[src/rtl/accumulator_control_unit.sv]
// rtl/accumulator_control_unit.sv - fetch/decode/execute sequencer for the 16-bit accumulator machine
module accumulator_control_unit #(
  parameter int                    DATA_WIDTH = 16,
  parameter int                    ADDR_WIDTH = 16,
  parameter logic [ADDR_WIDTH-1:0] RESET_PC   = 16'h0000
) (
  input  logic                  clk,
  input  logic                  reset,
  input  logic                  run,
  output logic [ADDR_WIDTH-1:0] mem_addr,
  output logic [DATA_WIDTH-1:0] mem_wdata,
  output logic                  mem_we,
  input  logic [DATA_WIDTH-1:0] mem_rdata,
  output logic [3:0]            alu_opcode,
  output logic [DATA_WIDTH-1:0] alu_a,
  output logic [DATA_WIDTH-1:0] alu_b,
  input  logic [DATA_WIDTH-1:0] alu_result,
  output logic                  halted,
  output logic                  illegal_op,
  output logic [DATA_WIDTH-1:0] ac_out,
  output logic [ADDR_WIDTH-1:0] pc_out
);

  typedef enum logic [2:0] {
    S_FETCH, S_FWAIT, S_FLOAD, S_DECODE, S_RWAIT, S_EXEC, S_STORE, S_HALTED
  } state_t;

  localparam logic [3:0] OP_NOP   = 4'h0;
  localparam logic [3:0] OP_LOAD  = 4'h1;
  localparam logic [3:0] OP_STORE = 4'h2;
  localparam logic [3:0] OP_ADD   = 4'h3;
  localparam logic [3:0] OP_SUBT  = 4'h4;
  localparam logic [3:0] OP_AND   = 4'h5;
  localparam logic [3:0] OP_OR    = 4'h6;
  localparam logic [3:0] OP_HALT  = 4'h7;
  localparam logic [3:0] OP_SKIP  = 4'h8;
  localparam logic [3:0] OP_JUMP  = 4'h9;

  state_t                r_state, w_state_nxt;
  logic [ADDR_WIDTH-1:0] r_pc, w_pc_nxt;
  logic [ADDR_WIDTH-1:0] r_mar, w_mar_nxt;
  logic [DATA_WIDTH-1:0] r_ac, w_ac_nxt;
  logic [DATA_WIDTH-1:0] r_ir, w_ir_nxt;

  logic [3:0]            w_op;
  logic [ADDR_WIDTH-1:0] w_addr;
  logic [DATA_WIDTH-1:0] w_mbr;
  logic                  w_skip;

  assign w_op   = r_ir[DATA_WIDTH-1 -: 4];
  assign w_addr = {{(ADDR_WIDTH-12){1'b0}}, r_ir[11:0]};
  // The memory word is consumed the same cycle it arrives, so the buffer is the read bus itself.
  assign w_mbr  = mem_rdata;

  always_comb begin
    w_skip = 1'b0;
    case (r_ir[11:10])
      2'b00:   w_skip = r_ac[DATA_WIDTH-1];
      2'b01:   w_skip = (r_ac == '0);
      2'b10:   w_skip = !r_ac[DATA_WIDTH-1] && (r_ac != '0);
      default: w_skip = 1'b0;
    endcase
  end

  always_ff @(posedge clk or negedge reset) begin
    if (!reset) begin
      r_state <= S_FETCH;
      r_pc    <= RESET_PC;
      r_mar   <= '0;
      r_ac    <= '0;
      r_ir    <= '0;
    end else begin
      r_state <= w_state_nxt;
      r_pc    <= w_pc_nxt;
      r_mar   <= w_mar_nxt;
      r_ac    <= w_ac_nxt;
      r_ir    <= w_ir_nxt;
    end
  end

  // Strobes decode straight from the state so an async reset clears them without a clock.
  always_comb begin
    w_state_nxt = r_state;
    w_pc_nxt    = r_pc;
    w_mar_nxt   = r_mar;
    w_ac_nxt    = r_ac;
    w_ir_nxt    = r_ir;
    mem_we      = 1'b0;
    illegal_op  = 1'b0;
    alu_opcode  = 4'b0000;
    halted      = 1'b0;
    case (r_state)
      S_FETCH: begin
        if (run) begin
          w_mar_nxt   = r_pc;
          w_state_nxt = S_FWAIT;
        end
      end
      S_FWAIT: w_state_nxt = S_FLOAD;
      S_FLOAD: begin
        w_ir_nxt    = mem_rdata;
        w_pc_nxt    = r_pc + 1'b1;
        w_state_nxt = S_DECODE;
      end
      S_DECODE: begin
        w_state_nxt = S_FETCH;
        case (w_op)
          OP_LOAD, OP_ADD, OP_SUBT, OP_AND, OP_OR: begin
            w_mar_nxt   = w_addr;
            w_state_nxt = S_RWAIT;
          end
          OP_STORE: begin
            w_mar_nxt   = w_addr;
            w_state_nxt = S_STORE;
          end
          OP_JUMP: w_pc_nxt = w_addr;
          OP_SKIP: if (w_skip) w_pc_nxt = r_pc + 1'b1;
          OP_HALT: w_state_nxt = S_HALTED;
          OP_NOP:  w_state_nxt = S_FETCH;
          default: illegal_op = 1'b1;
        endcase
      end
      S_RWAIT: w_state_nxt = S_EXEC;
      S_EXEC: begin
        case (w_op)
          OP_SUBT: alu_opcode = 4'b0001;
          OP_AND:  alu_opcode = 4'b1000;
          OP_OR:   alu_opcode = 4'b1001;
          default: alu_opcode = 4'b0000;
        endcase
        w_ac_nxt    = (w_op == OP_LOAD) ? w_mbr : alu_result;
        w_state_nxt = S_FETCH;
      end
      S_STORE: begin
        mem_we      = 1'b1;
        w_state_nxt = S_FETCH;
      end
      S_HALTED: halted = 1'b1;
      default:  w_state_nxt = S_FETCH;
    endcase
  end

  assign mem_addr  = r_mar;
  assign mem_wdata = r_ac;
  assign alu_a     = r_ac;
  assign alu_b     = mem_rdata;
  assign ac_out    = r_ac;
  assign pc_out    = r_pc;

endmodule

[config.mk]
export PLATFORM = sky130hd
export DESIGN_NAME = accumulator_control_unit
export DESIGN_NICKNAME = d
export VERILOG_FILES = /design/src/rtl/accumulator_control_unit.sv
export SDC_FILE = /design/constraint.sdc
export NUM_CORES = 1
export LEC_CHECK = 0
export ABC_AREA = 1
export CAP_MARGIN = 15
export CELL_PAD_IN_SITES_DETAIL_PLACEMENT = 0
export CELL_PAD_IN_SITES_GLOBAL_PLACEMENT = 2
export CORE_ASPECT_RATIO = 2
export CORE_MARGIN = 4
export CORE_UTILIZATION = 25
export DETAILED_ROUTE_END_ITERATION = 12
export PLACE_DENSITY_LB_ADDON = 0.2
export RECOVER_POWER = 50
export SLEW_MARGIN = 20
export SYNTH_ARGS = -nofsm -noshare
export SYNTH_HDL_FRONTEND = slang
export SYNTH_SLANG_ARGS = --single-unit
[constraint.sdc]
create_clock -name clk -period 1.7 [get_ports clk]
set_input_delay 0.425 -clock clk [delete_from_list [all_inputs] [get_ports clk]]
set_output_delay 0.425 -clock clk [all_outputs]
set_load 0.02 [all_outputs]
---- Word-level counts from Yosys, hierarchy flattened ----
Cells that the tools add are included.
word-level totals
  input port bits ......................... 35
  output and inout bits ................... 103
  logic and storage cells ................. 62
  bits in registers ....................... 67
cells by class
  add/sub/neg operators ................... 1
  equality and inequality tests ........... 22
  reduce and logical (&&, ||, !) cells .... 17
  muxes and demuxes ....................... 17
operators by type and width
  cell                                                              number
  16-bit case mux with 2 select lines                               3
  16-bit 2-to-1 mux                                                 4
  3-bit case mux with 6 select lines                                1
  16-bit by 1-bit adder with 16-bit output (second input constant)  1
  4-bit by 3-bit == test with 1-bit output (second input constant)  4
  16-bit zero test                                                  1
  16-bit nonzero test                                               1
  3-bit == test (second input constant)                             4
  4-bit case mux with 3 select lines                                1
  10-bit OR reduction                                               1
  3-bit case mux with 3 select lines                                1
  4-bit by 2-bit == test with 1-bit output (second input constant)  2
  4-bit == test (second input constant)                             2
  3-bit by 2-bit == test with 1-bit output (second input constant)  2
  3-bit AND reduction                                               2
  6-bit nonzero test                                                1
  6-bit OR reduction                                                1
  5-bit OR reduction                                                1
  4-bit by 1-bit == test with 1-bit output (second input constant)  1
  4-bit zero test                                                   1
  1-bit 2-to-1 mux                                                  4
  4-bit 2-to-1 mux                                                  1
  2-bit inequality test (second input constant)                     2
  2-bit nonzero test                                                2
  other kinds (13)                                                  13

---- Longest topological paths before layout ----
  word-level depth ........................ 6
  mapped depth ............................ 11

---- Least setup slack after synthesis ----
OpenSTA, ideal clock, no wires.
  path type ............................... register -> output
  start ................................... register r_state[2]
  end ..................................... output alu_opcode[0]
  path slack .............................. -0.275 ns
  cell stages (with the launch flop) ...... 6
  arrival time ............................ 1.550 ns
  cells stage by stage .................... dfrtp_1 -> inv_2 -> nor3_4 -> inv_2 -> buf_2 -> nor3_1
on the way
  longest elaborated chain between the ends .. 2
ends and longest elaborated chain
  element                 RTL line  source
  start, declared         39        state_t r_state, w_state_nxt;
  start signal, assigned  73        r_state <= w_state_nxt;
  3-bit == test           92        case (r_state)
  4-bit 2-to-1 mux        92
  end, declared           14        output logic [3:0] alu_opcode,
No other way between the ends.

---- Worst setup path in the final report ----
  start ................................... register r_state[0]
  end ..................................... output illegal_op
on the way
  longest elaborated chain between the ends .. 2
ends and longest elaborated chain
  element                                   RTL line  source
  3-bit by 2-bit == test with 1-bit output  92
  1-bit 2-to-1 mux                          92
  end, declared                             19        output logic illegal_op,
No other way between the ends.

==> results.cfg <==
[global_route]
grt_pass1_wl_um = 22900
grtUsageTotal_pct = 15.6
grt_start_max_net_pins = 68
grt_overflow = 0
grt_pass1_vias = 4434
antenna_found_initial = 0

[clock_tree]
cts_tree = built
cts.sinks = 67
root_buffer = clkbuf_16
path_clk_slew_ns = 0.06
holdBufCountCts = 0
clockBufferDepth = 2
htreeDepth = 3
cts-buffers-inserted = 9
clkLatencyLatePin_ns = 0.34

[status]
violations = negative setup slack
status = complete, but fails checks

[worst_setup_path]
startpoint_type = register
worstPathCellList = buf_6 -> nand2_4 -> nor2_4 -> o221ai_2 -> nor3_2 -> buf_4
critPathKind = register to output pin
reg2regPathDepth = 13
path_buf_inv = 2
path_max_fanout = 3
critPathTopFamily = flip-flops
r2r_end = pc_out[2]$_DFFE_PN0P_
r2r-start = r_state[0]$_DFFE_PN0P_
cp_slowest_cell = dfrtp_1
required_ns = 1.27
reg2reg_slack_ns = -0.12
slowest_delay_ns = 0.41
cp.arrival_ns = 1.52
cp-end-kind = output pin

[timing]
period_minus_slack_ns = 1.94
clock_skew_ns = 0.00817
holdWs_ns = 0.342
worst_slew_pin_slew_ns = 0.978
grt_setup_unrepaired = true
slew_headroom_pct = 34.8
tns_ns = -1.85
fmax_mhz = 515
setup_slack_ns = -0.242
finalHoldViolations = 0
maxSlewViolCount = 0
post-route-period-util_pct = 114
finalSetupViolations = 30

[power]
clkPwrFrac_pct = 17.0
cellPowerDensity_nw_per_um2 = 2100
finalPower_mw = 14.1
p_leak_nw = 3.31
p_seq_share_pct = 21.4
p_sw_mw = 6.39
p_int_mw = 7.67
power_frac_comb_pct = 61.7
swShare_pct = 45.4
irDropWorstVdd_v = 0.000908

[detailed_routing]
drc = 0
firstDrtPassIters = 4
vias_per_cell = 4.51
wirelength_um = 15200
antenna_left = 0
drt_iter0_drc = 163
post_drt_wl_per_cell_um = 16.2
dr_total_vias = 4243

[floorplan]
initial_utilization_pct = 25.4
io_pins = 138
die_x_um = 98.9
die-height_um = 190
row_count = 66
core_area_um2 = 16300
die_area_um2 = 18800

[synth]
syn_area_um2 = 4130
yosysSeqAreaShare_pct = 40.6
ys_ff_latch = 67
yosys.area.top_type = dfrtp_1
yosysWarnings = 0
syn_inst = 554
synth_top_area_share_pct = 40.6
syn_avg_cell_area_um2 = 7.46
synth_cell_types = 36
synth_area_leaders = dfrtp_1 41%, nand2_1 14%, buf_4 9.8%, nor2_1 5.2%, nand3_1 4.8%

[place]
io_buffer_count = 135
hpwl_um = 11100
dpl_worst_slack_ns = -0.414
gp_congestion = 0.804

[cells_and_area]
final_common_cell = nand2_1
antennaDiodeCount = 0
register_area_um2 = 1680
final_nets = 767
synthToLayoutAreaGrowth_pct = 61.7
drive_gt1_share_pct = 28.5
multiInputGateArea_um2 = 2030
utilization_pct = 41.1
final_cell_mix = 145 x nand2_1, 88 x dlygate4sd2_1, 81 x buf_4
fill_cells = 1682

[worst_hold_path]
min_path_type = primary input to asynchronous set/reset pin

[job]
drv_cap = 0
[layer usage]
metal | share of wire [%] | track usage (%)
met1 | 35 | 15.6
met2 | 60 | 31.5
met3 | 3.3 | 2.46
met4 | 1.7 | 5.00
met5 | 0 | 0
[registers in the layout, summed over array words and instances (netlist names)]
| register | flops |
|---|---|
| pc_out | 16 |
| ac_out | 16 |
| r_state | 3 |
| r_ir | 16 |
| mem_addr | 16 |
[worst register-to-register path, cell delays in order (launching register included)]
cell	delay (ns)
dfrtp_1	0.42
buf_6	0.14
nand2_4	0.06
nor2_4	0.05
buf_4	0.13
buf_6	0.12
buf_12	0.13
o21ai_4	0.11
inv_4	0.10
buf_12	0.15
nand2_1	0.12
o31ai_4	0.09
nand3_2	0.07
nand2_1	0.05
[cells by family (layout without fill, tap and decap cells)]
| group | after synthesis | after routing | share of synthesized area (%) |
|---|---|---|---|
| AO/OA/AOI/OAI | 73 | 73 | 9.54 |
| XOR/XNOR | 5 | 5 | 1.06 |
| adder cells (fa/ha/maj) | 1 | 1 | 0.303 |
| buffers and inverters | 111 | 292 | 15.7 |
| flip-flops | 67 | 67 | 40.6 |
| multiplexers | 4 | 4 | 1.06 |
| other | 1 | 2 | 0.0907 |
| AND/OR/NAND/NOR | 292 | 292 | 31.7 |
[worst max-delay path by stage]
| stage | startpoint | to | depth (start not counted) |
|---|---|---|---|
| 6_report | r_state[0]$_DFFE_PN0P_ | illegal_op | 6 |
| 5_1_grt | r_state[0]$_DFFE_PN0P_ | illegal_op | 6 |
| 4_1_cts | r_state[1]$_DFFE_PN0P_ | alu_opcode[3] | 4 |
| 3_5_place_dp | r_ir[12]$_DFFE_PN0P_ | illegal_op | 6 |
| 3_3_place_gp | r_ir[15]$_DFFE_PN0P_ | alu_opcode[3] | 5 |
| 2_1_floorplan | r_state[1]$_DFFE_PN0P_ | alu_opcode[3] | 5 |
[metrics by stage]
| step | area, um2 | instances |
|---|---|---|
| 6_report | 6680 | 940 |
| 5_1_grt | 6680 | 940 |
| 4_1_cts | 6270 | 924 |
| 3_5_place_dp | 5940 | 904 |
| 3_3_place_gp | 5940 | 904 |
| 2_1_floorplan | 4170 | 555 |
[cell usage after synthesis]
library cell	instances
buf_2	12
a21oi_1	14
o21ai_1	38
nor2_2	5
buf_4	54
nor2_1	57
mux2i_1	1
or2_1	1
nand3_1	40
buf_6	2
nand3_2	12
o221ai_2	1
buf_1	1
o21ai_2	2
nor3_1	10
ha_1	1
mux2_2	3
dfrtp_1	67
xor2_1	5
clkinv_1	1
nand2_1	155
o31ai_1	3
nand4_1	5
nor3_4	1
o211ai_1	1
nand2_2	1
inv_2	12
nor3_2	2
inv_1	27
nor4_2	1
clkbuf_1	2
o22ai_1	1
nand3b_1	1
o21ai_0	13
conb_1	1
nor2_4	1
[cell type report]
class,instances,area share (%)
sequential,67,25.1
clock inverter,6,2.04
tap,204,3.82
timing repair buffer,235,32.5
multi-input combinational,377,30.3
timing repair inverter,1,0.131
inverter,40,2.43
clock buffer,10,3.58
[power by group through the flow]
stage	Combinational [mW]	Clock, mW	Sequential [mW]
6_report	8.67	2.39	3.00
5_1_grt	9.43	2.49	3.11
3_3_place_gp	7.90	0	3.00
2_1_floorplan	4.09	0	3.48
4_1_cts	7.48	2.45	3.02
3_5_place_dp	7.93	0	3.04
[timing repair]
item,in CTS,in global routing
gates cloned,0,6
endpoints found under the hold margin,0,0
buffers inserted,4,10
setup endpoints to repair,117,32
pin swaps,3,16
gates resized for setup,146,68
Power figures use the tool's default switching activity.
